[src/rtl/fetch_stage.sv]
// rtl/fetch_stage.sv - instruction fetch stage with BTB prediction and IF/ID register
module fetch_stage #(
  parameter logic [31:0] RESET_PC    = 32'h00000000,
  parameter int          BTB_ENTRIES = 8
) (
  input  logic        clk,
  input  logic        rst,
  input  logic        stall,
  input  logic        ex_mispredict,
  input  logic [31:0] ex_redirect_pc,
  input  logic        ex_update_en,
  input  logic [31:0] ex_update_pc,
  input  logic [31:0] ex_update_target,
  input  logic        ex_update_taken,
  output logic [31:0] imem_addr,
  input  logic [31:0] imem_rdata,
  output logic [31:0] if_id_instruction,
  output logic [31:0] if_id_pc,
  output logic        if_id_pred_taken,
  output logic [31:0] if_id_pred_target,
  output logic        if_id_valid
);

  localparam int          IDX   = $clog2(BTB_ENTRIES);
  localparam int          TAG_W = 30 - IDX;
  localparam logic [31:0] NOP   = 32'h00000013;

  // Bit 1 of the counter is the predicted direction.
  typedef enum logic [1:0] {
    STRONG_NOT_TAKEN = 2'b00,
    WEAK_NOT_TAKEN   = 2'b01,
    STRONG_TAKEN     = 2'b10,
    WEAK_TAKEN       = 2'b11
  } ctr_t;

  logic [31:0]      pc;
  logic [31:0]      next_pc;
  logic             btb_valid  [BTB_ENTRIES];
  logic [TAG_W-1:0] btb_tag    [BTB_ENTRIES];
  logic [31:0]      btb_target [BTB_ENTRIES];
  ctr_t             btb_state  [BTB_ENTRIES];

  logic [IDX-1:0]   look_idx;
  logic [TAG_W-1:0] look_tag;
  logic             look_hit;
  logic             pred_taken;
  logic [31:0]      pred_target;

  logic [IDX-1:0]   upd_idx;
  logic [TAG_W-1:0] upd_tag;
  logic             upd_hit;
  logic             unused_bits;

  assign imem_addr   = pc;
  assign look_idx    = pc[IDX+1:2];
  assign look_tag    = pc[31:IDX+2];
  assign look_hit    = btb_valid[look_idx] && (btb_tag[look_idx] == look_tag);
  assign pred_taken  = look_hit && btb_state[look_idx][1];
  assign pred_target = pred_taken ? btb_target[look_idx] : 32'd0;

  assign upd_idx     = ex_update_pc[IDX+1:2];
  assign upd_tag     = ex_update_pc[31:IDX+2];
  assign upd_hit     = btb_valid[upd_idx] && (btb_tag[upd_idx] == upd_tag);
  assign unused_bits = ^ex_update_pc[1:0];

  function automatic ctr_t train(input ctr_t s, input logic taken);
    ctr_t n;
    n = s;
    if (taken) begin
      case (s)
        STRONG_NOT_TAKEN: n = WEAK_NOT_TAKEN;
        WEAK_NOT_TAKEN:   n = WEAK_TAKEN;
        WEAK_TAKEN:       n = STRONG_TAKEN;
        STRONG_TAKEN:     n = STRONG_TAKEN;
      endcase
    end else begin
      case (s)
        STRONG_TAKEN:     n = WEAK_TAKEN;
        WEAK_TAKEN:       n = WEAK_NOT_TAKEN;
        WEAK_NOT_TAKEN:   n = STRONG_NOT_TAKEN;
        STRONG_NOT_TAKEN: n = STRONG_NOT_TAKEN;
      endcase
    end
    return n;
  endfunction

  always_comb begin
    next_pc = pc + 32'd4;
    if (ex_mispredict)   next_pc = ex_redirect_pc;
    else if (stall)      next_pc = pc;
    else if (pred_taken) next_pc = pred_target;
  end

  // A mispredict squashes IF/ID even while the hazard unit is stalling.
  always_ff @(posedge clk or posedge rst) begin
    if (rst) begin
      pc                <= RESET_PC;
      if_id_instruction <= NOP;
      if_id_pc          <= 32'd0;
      if_id_pred_taken  <= 1'b0;
      if_id_pred_target <= 32'd0;
      if_id_valid       <= 1'b0;
    end else begin
      pc <= next_pc;
      if (ex_mispredict) begin
        if_id_instruction <= NOP;
        if_id_pc          <= 32'd0;
        if_id_pred_taken  <= 1'b0;
        if_id_pred_target <= 32'd0;
        if_id_valid       <= 1'b0;
      end else if (!stall) begin
        if_id_instruction <= imem_rdata;
        if_id_pc          <= pc;
        if_id_pred_taken  <= pred_taken;
        if_id_pred_target <= pred_target;
        if_id_valid       <= 1'b1;
      end
    end
  end

  always_ff @(posedge clk or posedge rst) begin
    if (rst) begin
      for (int i = 0; i < BTB_ENTRIES; i++) begin
        btb_valid[i]  <= 1'b0;
        btb_tag[i]    <= '0;
        btb_target[i] <= 32'd0;
        btb_state[i]  <= STRONG_NOT_TAKEN;
      end
    end else if (ex_update_en) begin
      if (upd_hit) begin
        btb_state[upd_idx] <= train(btb_state[upd_idx], ex_update_taken);
        if (ex_update_taken) btb_target[upd_idx] <= ex_update_target;
      end else if (ex_update_taken) begin
        btb_valid[upd_idx]  <= 1'b1;
        btb_tag[upd_idx]    <= upd_tag;
        btb_target[upd_idx] <= ex_update_target;
        btb_state[upd_idx]  <= WEAK_TAKEN;
      end
    end
  end

endmodule

[config.mk]
export PLATFORM = sky130hd
export DESIGN_NAME = fetch_stage
export DESIGN_NICKNAME = d
export VERILOG_FILES = /design/src/rtl/fetch_stage.sv
export SDC_FILE = /design/constraint.sdc
export NUM_CORES = 1
export LEC_CHECK = 0
export CAP_MARGIN = 10
export CORE_MARGIN = 10
export CORE_UTILIZATION = 45
export DETAILED_ROUTE_END_ITERATION = 8
export DONT_BUFFER_PORTS = 1
export MAX_ROUTING_LAYER = met4
export PLACE_DENSITY = 0.62
export SKIP_LAST_GASP = 1
export SYNTH_ARGS = -nofsm -noshare
export SYNTH_HDL_FRONTEND = slang
export SYNTH_SLANG_ARGS = --single-unit
[constraint.sdc]
create_clock -name clk -period 18.7 [get_ports clk]
set_input_delay 0 -clock clk [delete_from_list [all_inputs] [get_ports clk]]
set_output_delay 0 -clock clk [all_outputs]
set_load 0.03 [all_outputs]
Yosys cells after proc, flatten, opt, wreduce, memory -nomap -nowiden
Index checks and enable logic that the tools add are counted.
{"block": "totals", "register_bits": 626, "latch_bits": 0, "mem_bits_rw": 0, "mem_bits_ro": 0, "in_bits": 134, "out_inout_bits": 130, "mem_count": 0}
{"block": "op_classes", "addsub": 1, "multipliers": 0, "n_div": 0, "n_lt_le_gt_ge": 3, "n_eq_ne": 6, "shifts": 0, "muxes": 53, "bitwise": 5, "n_reduce_logical": 11}
{"cell": "2-to-1 mux 32 bit", "n": 13}
{"cell": "bitwise mux 256 bit", "n": 1}
{"cell": "bitwise mux 216 bit", "n": 1}
{"cell": "binary-select mux 27 bit (select 3 bit)", "n": 2}
{"cell": "2-to-1 mux 27 bit", "n": 5}
{"cell": "binary-select mux 32 bit (select 3 bit)", "n": 1}
{"cell": "demux 32 bit (select 3 bit)", "n": 1}
{"cell": "demux 27 bit (select 3 bit)", "n": 1}
{"cell": "== test 27 bit", "n": 2}
{"cell": "adder 32 x 3 -> 32 bit (second input constant)", "n": 1}
{"cell": "2-to-1 mux 16 bit", "n": 2}
{"cell": "bitwise mux 16 bit", "n": 1}
{"cell": "2-to-1 mux 2 bit", "n": 8}
{"cell": "bitwise OR 16 bit", "n": 1}
{"cell": "binary-select mux 2 bit (select 3 bit)", "n": 2}
{"cell": "one-hot mux 2 bit (3 select lines)", "n": 2}
{"cell": "2-to-1 mux 1 bit", "n": 9}
{"cell": "greater-or-equal comparator 4 bit (second input constant)", "n": 2}
{"cell": "NOT 3 -> 4 bit", "n": 2}
{"cell": "bitwise OR 8 bit", "n": 1}
{"cell": "binary-select mux 1 bit (select 3 bit)", "n": 2}
{"cell": "demux 2 bit (select 3 bit)", "n": 1}
{"cell": "== test 2 bit (second input constant)", "n": 2}
{"cell": "logical AND 1 bit", "n": 4}
{"cell": "10 further kinds", "n": 12}

Depth between registers and ports, before layout
Gate-level depths: netlist (run 1).
{"block": "logic_depth", "word_depth": 12, "depth_mapped": 16, "depth_no_buf": 10}

Worst setup path after synthesis (run 1)
No wires, ideal clock.
{"block": "synth_path", "kind": "reg2reg", "start": "reg pc[2], in the netlist imem_addr[2]", "end": "reg pc[10], in the netlist imem_addr[10]", "arrival_time_ns": 3.303, "required_ns": 18.623, "slack_ns": 15.321, "path_stages_with_launch": 15, "n_path_buf": 5, "period_less_slack_ns": 3.379, "cell_sequence": "dfrtp_1 > buf_6 > buf_6 > buf_6 > mux4_2 > mux2i_1 > xnor2_1 > nor4_1 > nand4_1 > nor4_4 > and2_1 > buf_6 > buf_6 > mux2_1 > o21ai_1"}
{"block": "synth_between", "elab_chain_cells": 11, "elab_cells_between_ends": 21, "classes_between": "add/sub: 1; eq/ne: 1; mux: 16; bitwise: 1; reduce/logical: 2"}
{"item": "start: declaration", "line_no": "36", "rtl": "logic [31:0] pc;"}
{"item": "start signal: assignment", "line_no": "104", "rtl": "pc <= next_pc;"}
{"item": "NOT 3 -> 4 bit (not written as such)", "line_no": "57, 58, 59"}
{"item": "binary-select mux 27 bit (select 3 bit)", "line_no": "57", "rtl": "assign look_hit = btb_valid[look_idx] && (btb_tag[look_idx] == look_tag);"}
{"item": "2-to-1 mux 27 bit (not written as such) (2 in series)", "line_no": "57"}
{"item": "== test 27 bit", "line_no": "57"}
{"item": "logical AND 1 bit", "line_no": "57"}
{"item": "logical AND 1 bit", "line_no": "58", "rtl": "assign pred_taken = look_hit && btb_state[look_idx][1];"}
{"item": "2-to-1 mux 32 bit", "line_no": "59", "rtl": "assign pred_target = pred_taken ? btb_target[look_idx] : 32'd0;"}
{"item": "2-to-1 mux 32 bit (*)", "line_no": "91", "rtl": "else if (pred_taken) next_pc = pred_target;"}
{"item": "2-to-1 mux 32 bit (*)", "line_no": "90", "rtl": "else if (stall) next_pc = pc;"}
{"item": "2-to-1 mux 32 bit (*)", "line_no": "89", "rtl": "if (ex_mispredict) next_pc = ex_redirect_pc;"}
Mark *: on every way between the ends. The rest lies on a longest branch, timed or not. The select of a mux whose other input is x is not followed.
A chain may end at the register's enable or synchronous reset.

Worst setup path after layout (run 1)
{"block": "layout_path", "start": "reg pc[2], in the netlist imem_addr[2]", "end": "reg pc[24], in the netlist imem_addr[24]"}
The elaborated chain is that of the path after synthesis.

==> key figures, run 1 <==
Logic synthesis
  • Largest cells by area after synthesis: dfrtp_1, mux2_2, mux4_2, mux2i_1, mux2_1
  • Post-synth EDFFs: 0
  • Sequential fraction of the synthesis area: 51.0%
  • Main synth FF type: dfrtp_1
  • Synth top area share: 50.7%
  • Total nets after synthesis: 2,365
  • Yosys Warn Count: 0
  • Total of flip-flops plus latches after synthesis: 626
  • Netlist area before placement: 30,700 um2
  • Async S/R FF share, synth: 100%
  • Synthesized area divided by synthesized cell count: 13.8 um2
  • Cells after synthesis: 2,230
  • Synth area leader: dfrtp_1
  • Yosys cell types: 69

Floorplan
  • Initial core utilization: 45.6%
  • Area of the die: 79,200 um2
  • Core ar.: 67,400 um2
  • I/O pin count: 264
  • Number of cell rows: 95
  • Horizontal die dimension: 281 um
  • Overall die height: 281 um

STA
  • Final setup violation count: 0
  • Final count of pins violating max slew: 0
  • Final critical-path share of the clock period: 29.4%
  • Setup repair after global routing missed its margin: false
  • Achievable Freq: 0.182 GHz
  • Pin slew with the least headroom to its limit: 1.24 ns
  • Final count of hold timing violations: 0
  • Clock skew after layout: 0.0207 ns
  • Summed negative setup slack over all endpoints: 0 ns
  • Slew HR: 17.3%
  • Post-layout minimum cycle time: 5.50 ns

GRT
  • Via count of the first global-routing pass: 20,600
  • Number of antenna violations at the first check in global routing: 18
  • Total global routing overflow: 0
  • Overall fraction of global-route tracks in use: 23.6%
  • Maximum number of pins on one net before global-route repair: 181
  • Wire length of the first global-routing pass: 137,000 um

Critical path
  • Slack of the worst reg-to-reg path: 13.20 ns
  • Slowest cell on the critical path: dfrtp_4
  • WP buf/inv: 2
  • Setup crit start kind: flip-flop
  • Start point of the critical path: imem_addr[2]
  • Reg-to-reg critical path startpoint: imem_addr[2]
  • Destination of the worst register-to-register timing path: imem_addr[24]
  • Most used cell, CP: buf_4
  • Dominant delay contributor by cell family on the critical path: simple AND/OR/NAND/NOR gates
  • Worst endpoint required time: 19.23 ns
  • Slowest Stage Delay on Critical Path: 0.97 ns
  • CP Depth: 11
  • CP Capture Type: flip-flop
  • Critical path fanouts, max: 39
  • Critical Path, Cell by Cell: buf_4 -> mux4_2 -> mux2i_1 -> xnor2_1 -> nor4_1 -> nand2_1 -> nor4_4 -> buf_4 -> and2_1 -> mux2_2 -> o21ai_0
  • Logic depth of the worst register-to-register path: 11
  • Critical path destination: imem_addr[24]
  • Arrival time at the worst endpoint: 6.03 ns
  • Setup Crit Path Kind: reg -> reg

Finish
  • Total number of nets in the final design: 2,464
  • Fin util: 52.3%
  • Non-filler instance count after layout: 3,272
  • Share of post-route cells with drive strength above 1: 32.2%
  • Most frequent cells in the layout: dfrtp_1, mux2_2, dlygate4sd3_1, mux2i_1, mux4_2
  • Area growth from synthesis to final layout: 14.7%
  • Most common cell after layout, fill and taps aside: dfrtp_1

Route
  • Count of nets left with antenna violations after detail routing: 0
  • Via count: 19,800
  • Aggregate routed wire length: 91,600 um
  • Router iterations before antenna repair: 5
  • Violation count after the first detailed-route iteration: 1,736
  • Average detailed-routed wire length per instance: 28.0 um
  • Detailed-route vias per instance: 6.06
  • DR DRC count: 0

Pwr
  • Pwr Total: 4.05 mW
  • VDD IR-drop max: 0.0673 mV
  • Power density normalized to cell area: 115 nW/um2
  • Leakage power total: 15.1 nW

Clock tree
  • Clock Tree Buf Depth: 3
  • Total number of H-tree levels: 3
  • CTS-repair resized insts: 0
  • Clock latency on the worst-skew pair: 0.63 ns
  • Clock transition at path regs: 0.06 ns
  • Buffer type at the clock tree root: clkbuf_16
  • Clock tree from TritonCTS: yes
  • Number of clock sinks: 626
  • Num CTS Buffers: 70

Job
  • Max-cap check violation count: 0

Run status
  • Run status: finished clean

Placement
  • Number of placed cells counting well taps: 2,959
  • Gpl congestion: 0.848
  • Post-DP HPWL: 56,600 um
  • Buffers on Ports: 0

Min path
  • Path type of the worst min-delay path: in -> reg
  • Hold Path Origin: ex_update_pc[12]
## state kept, by name, indices dropped and copies added, names as in the netlist
register / count
imem_addr: 32
if_id_valid: 1
btb_valid: 8
if_id_instruction: 32
if_id_pred_taken: 1
btb_state: 16
if_id_pred_target: 32
if_id_pc: 32
btb_tag: 216
btb_target: 256
## logic make-up (layout without fill, tap and decap cells)
logic type / after synthesis / after routing / synth area share [%]
adder cells (fa/ha/maj): 1 / 1 / 0.0407
multiplexers: 816 / 816 / 34.4
AND/OR/NAND/NOR: 368 / 368 / 5.79
AO/OA/AOI/OAI: 180 / 180 / 4.00
buffers and inverters: 178 / 330 / 3.09
XOR/XNOR: 61 / 61 / 1.74
flip-flops: 626 / 626 / 51.0
other: 0 / 17 / 0
## worst min-delay path by stage
stage                                       end  slack, ns  cells after the start
after global placement    if_id_pred_target[22]       0.09                      1
after floorplan                    imem_addr[1]       0.12                      2
after global routing              btb_state[14]       0.06                      5
final                             btb_state[14]       0.05                      5
after detailed placement            if_id_pc[0]       0.09                      1
after CTS                         btb_state[14]       0.01                      6
## worst reg2reg max path: stages (launching register included)
cell     delay [ns]
dfrtp_4        0.97
buf_4          0.73
mux4_2         0.62
mux2i_1        0.37
xnor2_1        0.18
nor4_1         0.23
nand2_1        0.17
nor4_4         0.33
buf_4          0.36
and2_1         0.88
mux2_2         0.42
o21ai_0        0.16
## final cells by class
type	count	area [um2]
sequential	626	15700
antenna	17	42.5
clock buffer	97	1940
fill	5562	32100
inverter	8	37.5
clock inverter	28	329
tap	873	1090
multi-input combinational	1426	14200
timing repair buffer	197	1970
## synth_stat cells, types with 3 or more instances
cell type  number
dfrtp_1       623
mux2_2        461
mux2i_1       163
mux4_2        140
nor2_1        117
nand2_1       109
clkbuf_1       77
o21ai_0        55
mux2_1         52
xnor2_1        36
buf_1          32
buf_6          29
nand3_1        28
xor2_1         25
buf_2          23
nor2b_1        18
a221oi_1       17
a21oi_1        16
nor3_1         14
nand2b_1       13
nand4_1        12
a22oi_1        11
nor4_1         10
o21ai_1        10
buf_4           9
o211ai_1        9
or3_1           9
a2bb2oi_1       8
and3_1          8
o22a_1          8
o22ai_1         8
a22o_1          7
inv_1           6
nand2_4         6
a21o_1          5
and2_1          5
a211o_1         4
a211oi_1        3
a221o_1         3
dfstp_2         3
nand3b_1        3
## timing repair
action	in CTS	in global routing
buffers inserted	0	0
hold buffers	171	0
setup endpoints to repair	0	0
endpoints found under the hold margin	755	0
## through the flow
step | hold slack (ns) | instance area (um2) | setup WS, ns
5_1_grt | 0.0600 | 35300 | 12.90
3_5_place_dp | 0.0897 | 31200 | 13.18
2_1_floorplan | 0.119 | 30700 | 1.17
3_3_place_gp | 0.0874 | 31200 | 13.29
4_1_cts | 0.0130 | 35200 | 13.14
6_report | 0.0473 | 35300 | 13.20
## power by group
part / internal (mW) / total, mW / switching (mW)
logic: 0.464 / 0.840 / 0.376
clock network: 0.779 / 1.37 / 0.589
registers: 1.62 / 1.84 / 0.222
total: 2.86 / 4.05 / 1.19
## layer usage
layer / track usage, % / routed length [um]
met3: 4.75 / 5810
met2: 37.3 / 44400
met4: 7.64 / 2980
met1: 30.3 / 38400
met5: - / 0
No activity file was read; power rests on OpenSTA's default activity.
==> run 2: changes to the inputs <==
==> constraint.sdc (replaced) <==
create_clock -name clk -period 4.9 [get_ports clk]
set_input_delay 0 -clock clk [delete_from_list [all_inputs] [get_ports clk]]
set_output_delay 0 -clock clk [all_outputs]
set_load 0.03 [all_outputs]
==> run 2 against run 1 <==
Power grew to 3.8 times the previous value. Final cell count is essentially flat. First-iteration DRC count shrank 2.4%. Clock power grew to 3.9 times the previous value. Clock-buffer cell count grew 6. Via count grew 0.36%. Die area is the same. Combinational power grew to 3.9 times the previous value. Largest cell class unchanged.
==> key figures, run 2 (synthesis gave the netlist of run 1 again) <==
Run status
  • Run status: finished clean

Min path
  • Number of instances on the worst hold path: 6 (+1)
  • Path type of the worst min-delay path: in -> reg
  • Hold Path Origin: ex_update_pc[25]
  • WHS Endpoint: btb_state[14]

Pwr
  • Leakage power total: 15.2 nW (+0.64%)
  • Pwr Total: 15.6 mW (+280%)
  • Power density normalized to cell area: 440 nW/um2 (+280%)
  • VDD IR-drop max: 0.253 mV (+280%)

Critical path
  • Slowest Stage Delay on Critical Path: 0.89 ns (-0.08 ns)
  • Critical path fanouts, max: 34 (-13%)
  • Reg-to-reg critical path startpoint: imem_addr[2]
  • Critical Path, Cell by Cell: mux4_2 -> mux2i_1 -> xnor2_1 -> nor4_1 -> nand2_1 -> nor4_4 -> and2_1 -> buf_4 -> mux2_2 -> o21ai_0
  • Logic depth of the worst register-to-register path: 10 (-1)
  • Slack of the worst reg-to-reg path: 0.49 ns (-12.71 ns)
  • CP Capture Type: flip-flop
  • Worst endpoint required time: 5.42 ns (-13.81 ns)
  • Destination of the worst register-to-register timing path: imem_addr[28]
  • Start point of the critical path: imem_addr[2]
  • Slowest cell on the critical path: dfrtp_4
  • Setup crit start kind: flip-flop
  • Arrival time at the worst endpoint: 4.93 ns (-1.10 ns)
  • Setup Crit Path Kind: reg -> reg

Floorplan
  • Area of the die: 79,200 um2 (unchanged)
  • I/O pin count: 264 (unchanged)
  • Horizontal die dimension: 281 um (unchanged)
  • Core ar.: 67,400 um2 (unchanged)
  • Overall die height: 281 um (unchanged)
  • Number of cell rows: 95 (unchanged)
  • Initial core utilization: 45.6% (unchanged)

Route
  • Via count: 19,900 (+0.36%)
  • Average detailed-routed wire length per instance: 27.7 um (-1.1%)
  • Detailed-route vias per instance: 6.08 (+0.27%)
  • Aggregate routed wire length: 90,700 um (-0.96%)
  • Violation count after the first detailed-route iteration: 1,694 (-2.4%)
  • Router iterations before antenna repair: 6 (+1)
  • DR DRC count: 0 (unchanged)
  • Count of nets left with antenna violations after detail routing: 0 (unchanged)

Finish
  • Non-filler instance count after layout: 3,275 (+0.092%)
  • Sequential Area: 15,700 um2 (unchanged)
  • Largest registers in the final layout: btb_target: 256 flops, btb_tag: 216 flops
  • Total area of multi-input combinational cells: 14,200 um2 (unchanged)
  • Fin util: 52.5% (+0.20 points)
  • Area growth from synthesis to final layout: 15.2%
  • Total number of nets in the final design: 2,468 (+0.16%)
  • Most common cell after layout, fill and taps aside: dfrtp_1
  • Most frequent cells in the layout: dfrtp_1, mux2_2, mux2i_1, mux4_2, dlygate4sd3_1
  • Flip-flop count of the largest register, all copies and words added: 256 (unchanged)
  • Share of post-route cells with drive strength above 1: 33.7% (+1.4 points)
  • Layout filler cell count: 5,586 (+0.43%)
  • Register with the most flip-flops: btb_target

STA
  • Slew HR: 23.4% (+6.2 points)
  • Final count of pins violating max slew: 0 (unchanged)
  • Post-layout minimum cycle time: 4.41 ns (-1.09 ns)
  • Final critical-path share of the clock period: 89.9% (+61 points)
  • Achievable Freq: 0.227 GHz (+25%)
  • Pin slew with the least headroom to its limit: 1.15 ns (-0.0922 ns)
  • Hold slack final: 0.0277 ns (-0.0195 ns)
  • Final count of hold timing violations: 0 (unchanged)
  • Final setup violation count: 0 (unchanged)
  • Summed negative setup slack over all endpoints: 0 ns (unchanged)
  • Clock skew after layout: 0.0294 ns (+0.00874 ns)
  • Setup repair after global routing missed its margin: false

Clock tree
  • Clock tree from TritonCTS: yes
  • Clock transition at path regs: 0.06 ns (about the same)
  • Number of clock sinks: 626 (unchanged)
  • Total number of H-tree levels: 3 (unchanged)
  • Clock Tree Buf Depth: 3 (unchanged)
  • Buffer type at the clock tree root: clkbuf_16
  • Num CTS Buffers: 70 (unchanged)
  • Clock latency on the worst-skew pair: 0.62 ns (about the same)

GRT
  • Number of antenna violations at the first check in global routing: 18 (unchanged)
  • Wire length of the first global-routing pass: 136,000 um (-0.45%)
  • Total global routing overflow: 0 (unchanged)
  • Maximum number of pins on one net before global-route repair: 184 (+1.7%)
  • Via count of the first global-routing pass: 20,700 (+0.51%)
  • Overall fraction of global-route tracks in use: 23.4% (-0.17 points)

Job
  • Max-cap check violation count: 0 (unchanged)

Placement
  • Number of placed cells counting well taps: 2,993 (+1.1%)
  • Gpl congestion: 0.850 (+0.24%)
  • Post-DP HPWL: 57,800 um (+2.0%)
  • Buffers on Ports: 0 (unchanged)
run 2: cell types whose count changed in the layout (fill, tap and decap cells not counted), sizes merged:
cell / previous run / this run
buf: 28 / 62
clkbuf: 97 / 103
clkinv: 23 / 14
clkinvlp: 0 / 1
dlygate4sd3: 169 / 139
inv: 10 / 11
run 2: worst max-delay path: cells and delay by family (launching register included):
family	cells	cell delay, ns
multiplexers	3	1.45
AND/OR/NAND/NOR	4	1.33
buffers and inverters	1	0.29
AO/OA/AOI/OAI	1	0.15
XOR/XNOR	1	0.12
flip-flops	1	0.89
run 2: worst max-delay path by stage:
stage                                to  slack (ns)  depth (start not counted)
after floorplan            btb_state[0]       -3.64                          1
after global placement    imem_addr[24]        0.60                         11
after detailed placement  imem_addr[28]        0.51                         11
after CTS                 imem_addr[28]        0.49                         11
after global routing      imem_addr[22]        0.30                         11
final                     imem_addr[28]        0.49                         10
run 2: layout make-up:
class                      instances  area share, %
sequential                       626           44.3
inverter                           8         0.0954
clock buffer                     103           5.81
tap                              873           3.09
timing repair buffer             201           5.82
clock inverter                    21          0.732
multi-input combinational       1426           40.0
antenna                           17          0.120
run 2: what timing repair did:
item | CTS | global route
gates resized for setup | 0 | 0
setup endpoints to repair | 0 | 0
hold buffers | 141 | 0
hold endpoints to repair | 701 | 0
buffers inserted | 0 | 0
run 2: report_power, final:
group          switching, mW  leakage, nW  total (mW)  internal (mW)
Sequential             0.822         7.73        7.00           6.18
Clock                   2.19         1.15        5.29           3.10
Combinational           1.47         6.28        3.28           1.81
run 2: through the flow:
step                cell area [um2]  worst slack [ns]
floorplan                     30700             -3.64
finish                        35400             0.493
CTS                           35400             0.490
global route                  35400             0.300
global placement              31600             0.601
detailed placement            31600             0.514
run 2: routing by layer:
metal / up-vias / global-route usage [%] / routed length (um)
met3: 171 / 5.02 / 6590
met4: 0 / 7.51 / 2690
met5: - / - / 0
met2: 670 / 36.3 / 43300
met1: 10600 / 30.5 / 38200
li1: 8461 / - / -
==> run 3: changes to the inputs <==
--- a/config.mk
+++ b/config.mk
@@ -11,8 +11,8 @@
 export DETAILED_ROUTE_END_ITERATION = 8
 export DONT_BUFFER_PORTS = 1
 export MAX_ROUTING_LAYER = met4
-export PLACE_DENSITY = 0.62
 export SKIP_LAST_GASP = 1
 export SYNTH_ARGS = -nofsm -noshare
 export SYNTH_HDL_FRONTEND = slang
 export SYNTH_SLANG_ARGS = --single-unit
+export TNS_END_PERCENT = 30
==> run 3 against run 2 <==
Worst setup slack improved by 0.080 ns. Critical endpoint is now imem_addr[26]. The flow now finishes with violations (hold timing). Register-to-register slack gained 0.08 ns. Cell area grew 0.17%. Sequential power hardly changed. Power rose by 1.5%. Critical path depth grew 2. Clock-buffer cell count down 2. Largest cell class unchanged. Clock skew up 0.014 ns.
==> key figures, run 3 (synthesis gave the netlist of run 1 again) <==
Finish
  • Fin util: 52.6% (+0.087 points)
  • Area growth from synthesis to final layout: 15.4%
  • Most frequent cells in the layout: dfrtp_1, mux2_2, mux2i_1, dlygate4sd3_1, mux4_2
  • Most common cell after layout, fill and taps aside: dfrtp_1
  • Layout filler cell count: 5,601 (+0.27%)
  • Sequential Area: 15,700 um2 (unchanged)
  • Flip-flop count of the largest register, all copies and words added: 256 (unchanged)
  • Total number of nets in the final design: 2,469 (+0.041%)
  • Largest registers in the final layout: btb_target: 256 flops, btb_tag: 216 flops
  • Share of post-route cells with drive strength above 1: 33.2% (-0.45 points)
  • Total area of multi-input combinational cells: 14,200 um2 (unchanged)
  • Non-filler instance count after layout: 3,276 (+0.031%)
  • Register with the most flip-flops: btb_target

Placement
  • Gpl congestion: 0.827 (-2.7%)
  • Number of placed cells counting well taps: 2,977 (-0.53%)
  • Buffers on Ports: 0 (unchanged)
  • Post-DP HPWL: 57,200 um (-0.91%)
  • Post-placement setup slack: 0.598 ns (+0.0842 ns)

STA
  • Final setup violation count: 0 (unchanged)
  • Slew HR: 22.8% (-0.65 points)
  • Pin slew with the least headroom to its limit: 1.16 ns (+0.0124 ns)
  • Post-layout minimum cycle time: 4.33 ns (-0.0800 ns)
  • Achievable Freq: 0.231 GHz (+1.8%)
  • Final count of hold timing violations: 10 (+10)
  • Setup repair after global routing missed its margin: false
  • Final count of pins violating max slew: 0 (unchanged)
  • Final critical-path share of the clock period: 88.3% (-1.6 points)
  • Clock skew after layout: 0.0429 ns (+0.0135 ns)
  • Worst setup margin: 0.573 ns (+0.0800 ns)
  • Hold slack final: -0.00586 ns (-0.0336 ns)

Critical path
  • Arrival time at the worst endpoint: 4.89 ns (-0.04 ns)
  • CP Capture Type: flip-flop
  • Worst endpoint required time: 5.46 ns (+0.04 ns)
  • Reg-to-reg critical path startpoint: imem_addr[2]
  • Destination of the worst register-to-register timing path: imem_addr[26]
  • Setup crit start kind: flip-flop
  • Start point of the critical path: imem_addr[2]
  • Slack of the worst reg-to-reg path: 0.57 ns (+0.08 ns)
  • Logic depth of the worst register-to-register path: 12 (+2)
  • Setup Crit Path Kind: reg -> reg
  • Critical path fanouts, max: 36 (+5.9%)

Route
  • Count of nets left with antenna violations after detail routing: 0 (unchanged)
  • Routed wl met2: 43,700 um (+1.1%)
  • Via count: 19,800 (-0.34%)
  • Uppermost signal routing layer after detailed routing: met4
  • Detailed-route vias per instance: 6.06 (-0.37%)
  • Average detailed-routed wire length per instance: 27.9 um (+0.65%)
  • Routed metal-1 wire length: 38,900 um (+1.8%)
  • Routed length on met3: 6070 um (-7.9%)
  • Router iterations before antenna repair: 7 (+1)
  • Aggregate routed wire length: 91,300 um (+0.68%)
  • Violation count after the first detailed-route iteration: 1,513 (-11%)
  • DR DRC count: 0 (unchanged)

Clock tree
  • Hold-fix buffers at CTS: 156 (+11%)
  • Number of clock sinks: 626 (unchanged)
  • Clock latency on the worst-skew pair: 0.63 ns (about the same)
  • Post-CTS Repair Setup Buffers: 0 (unchanged)
  • Clock tree from TritonCTS: yes
  • Total number of H-tree levels: 3 (unchanged)
  • Clock Tree Buf Depth: 3 (unchanged)
  • Buffer type at the clock tree root: clkbuf_16
  • Clock transition at path regs: 0.06 ns (about the same)
  • Num CTS Buffers: 72 (+2.9%)
  • CTS-repair resized insts: 0 (unchanged)

Job
  • Max-cap check violation count: 0 (unchanged)

Floorplan
  • I/O pin count: 264 (unchanged)
  • Initial core utilization: 45.6% (unchanged)
  • Area of the die: 79,200 um2 (unchanged)
  • Overall die height: 281 um (unchanged)
  • Number of cell rows: 95 (unchanged)
  • Core ar.: 67,400 um2 (unchanged)
  • Horizontal die dimension: 281 um (unchanged)

GRT
  • Via count of the first global-routing pass: 21,100 (+1.9%)
  • Overall fraction of global-route tracks in use: 23.6% (+0.19 points)
  • Total global routing overflow: 0 (unchanged)
  • Number of antenna violations at the first check in global routing: 20 (+2)
  • Wire length of the first global-routing pass: 137,000 um (+0.91%)
  • Maximum number of pins on one net before global-route repair: 171 (-7.1%)

Min path
  • Path type of the worst min-delay path: in -> async

Pwr
  • Power density normalized to cell area: 446 nW/um2 (+1.3%)
  • VDD IR-drop max: 0.239 mV (-5.4%)
  • Pwr Total: 15.8 mW (+1.5%)
  • Leakage power total: 15.2 nW (about the same)

Run status
  • Failing checks: hold timing
  • Run status: finished, violations left
run 3: how the worst max path moves through the flow:
stage          cells past startpoint       endpoint
2_1_floorplan                      1   btb_state[0]
3_3_place_gp                      12  imem_addr[26]
3_5_place_dp                      12  imem_addr[26]
4_1_cts                           12  imem_addr[26]
5_1_grt                           12  imem_addr[26]
6_report                          12  imem_addr[26]
run 3: metal layers:
metal,track usage (%),vias to the layer above
met5,-,-
met4,7.32,0
met3,4.84,165
met2,37.1,602
met1,30.5,10600
li1,-,8475
run 3: per-stage QoR:
| stage | setup TNS [ns] | hold slack, ns | area [um2] |
|---|---|---|---|
| 2_1_floorplan | -2274.19 | 0.119 | 30700 |
| 3_3_place_gp | 0 | -0.0177 | 31400 |
| 3_5_place_dp | 0 | -0.00600 | 31400 |
| 4_1_cts | 0 | 0.00312 | 35400 |
| 5_1_grt | 0 | 0.0300 | 35500 |
| 6_report | 0 | -0.00586 | 35500 |
run 3: critical path, stage by stage (launching register included):
cell	delay, ns
dfrtp_4	0.95
buf_4	0.42
mux2_1	0.36
o22ai_1	0.19
or3_1	0.14
nand4_1	0.09
or4_1	0.57
nor4_4	0.41
buf_4	0.38
nand2_1	0.09
buf_4	0.28
nor2_1	0.21
a211o_1	0.12
run 3: final cells by class:
class | count | area share, %
sequential | 626 | 44.2
inverter | 8 | 0.0953
tap | 873 | 3.08
timing repair buffer | 200 | 5.58
clock buffer | 101 | 5.90
antenna | 19 | 0.134
multi-input combinational | 1426 | 40.0
clock inverter | 23 | 1.02
run 3: where the power goes:
part | internal [mW] | leakage (nW) | switching [mW] | total [mW]
Combinational | 1.78 | 6.23 | 1.41 | 3.19
Sequential | 6.18 | 7.73 | 0.854 | 7.03
Clock | 3.32 | 1.21 | 2.26 | 5.58
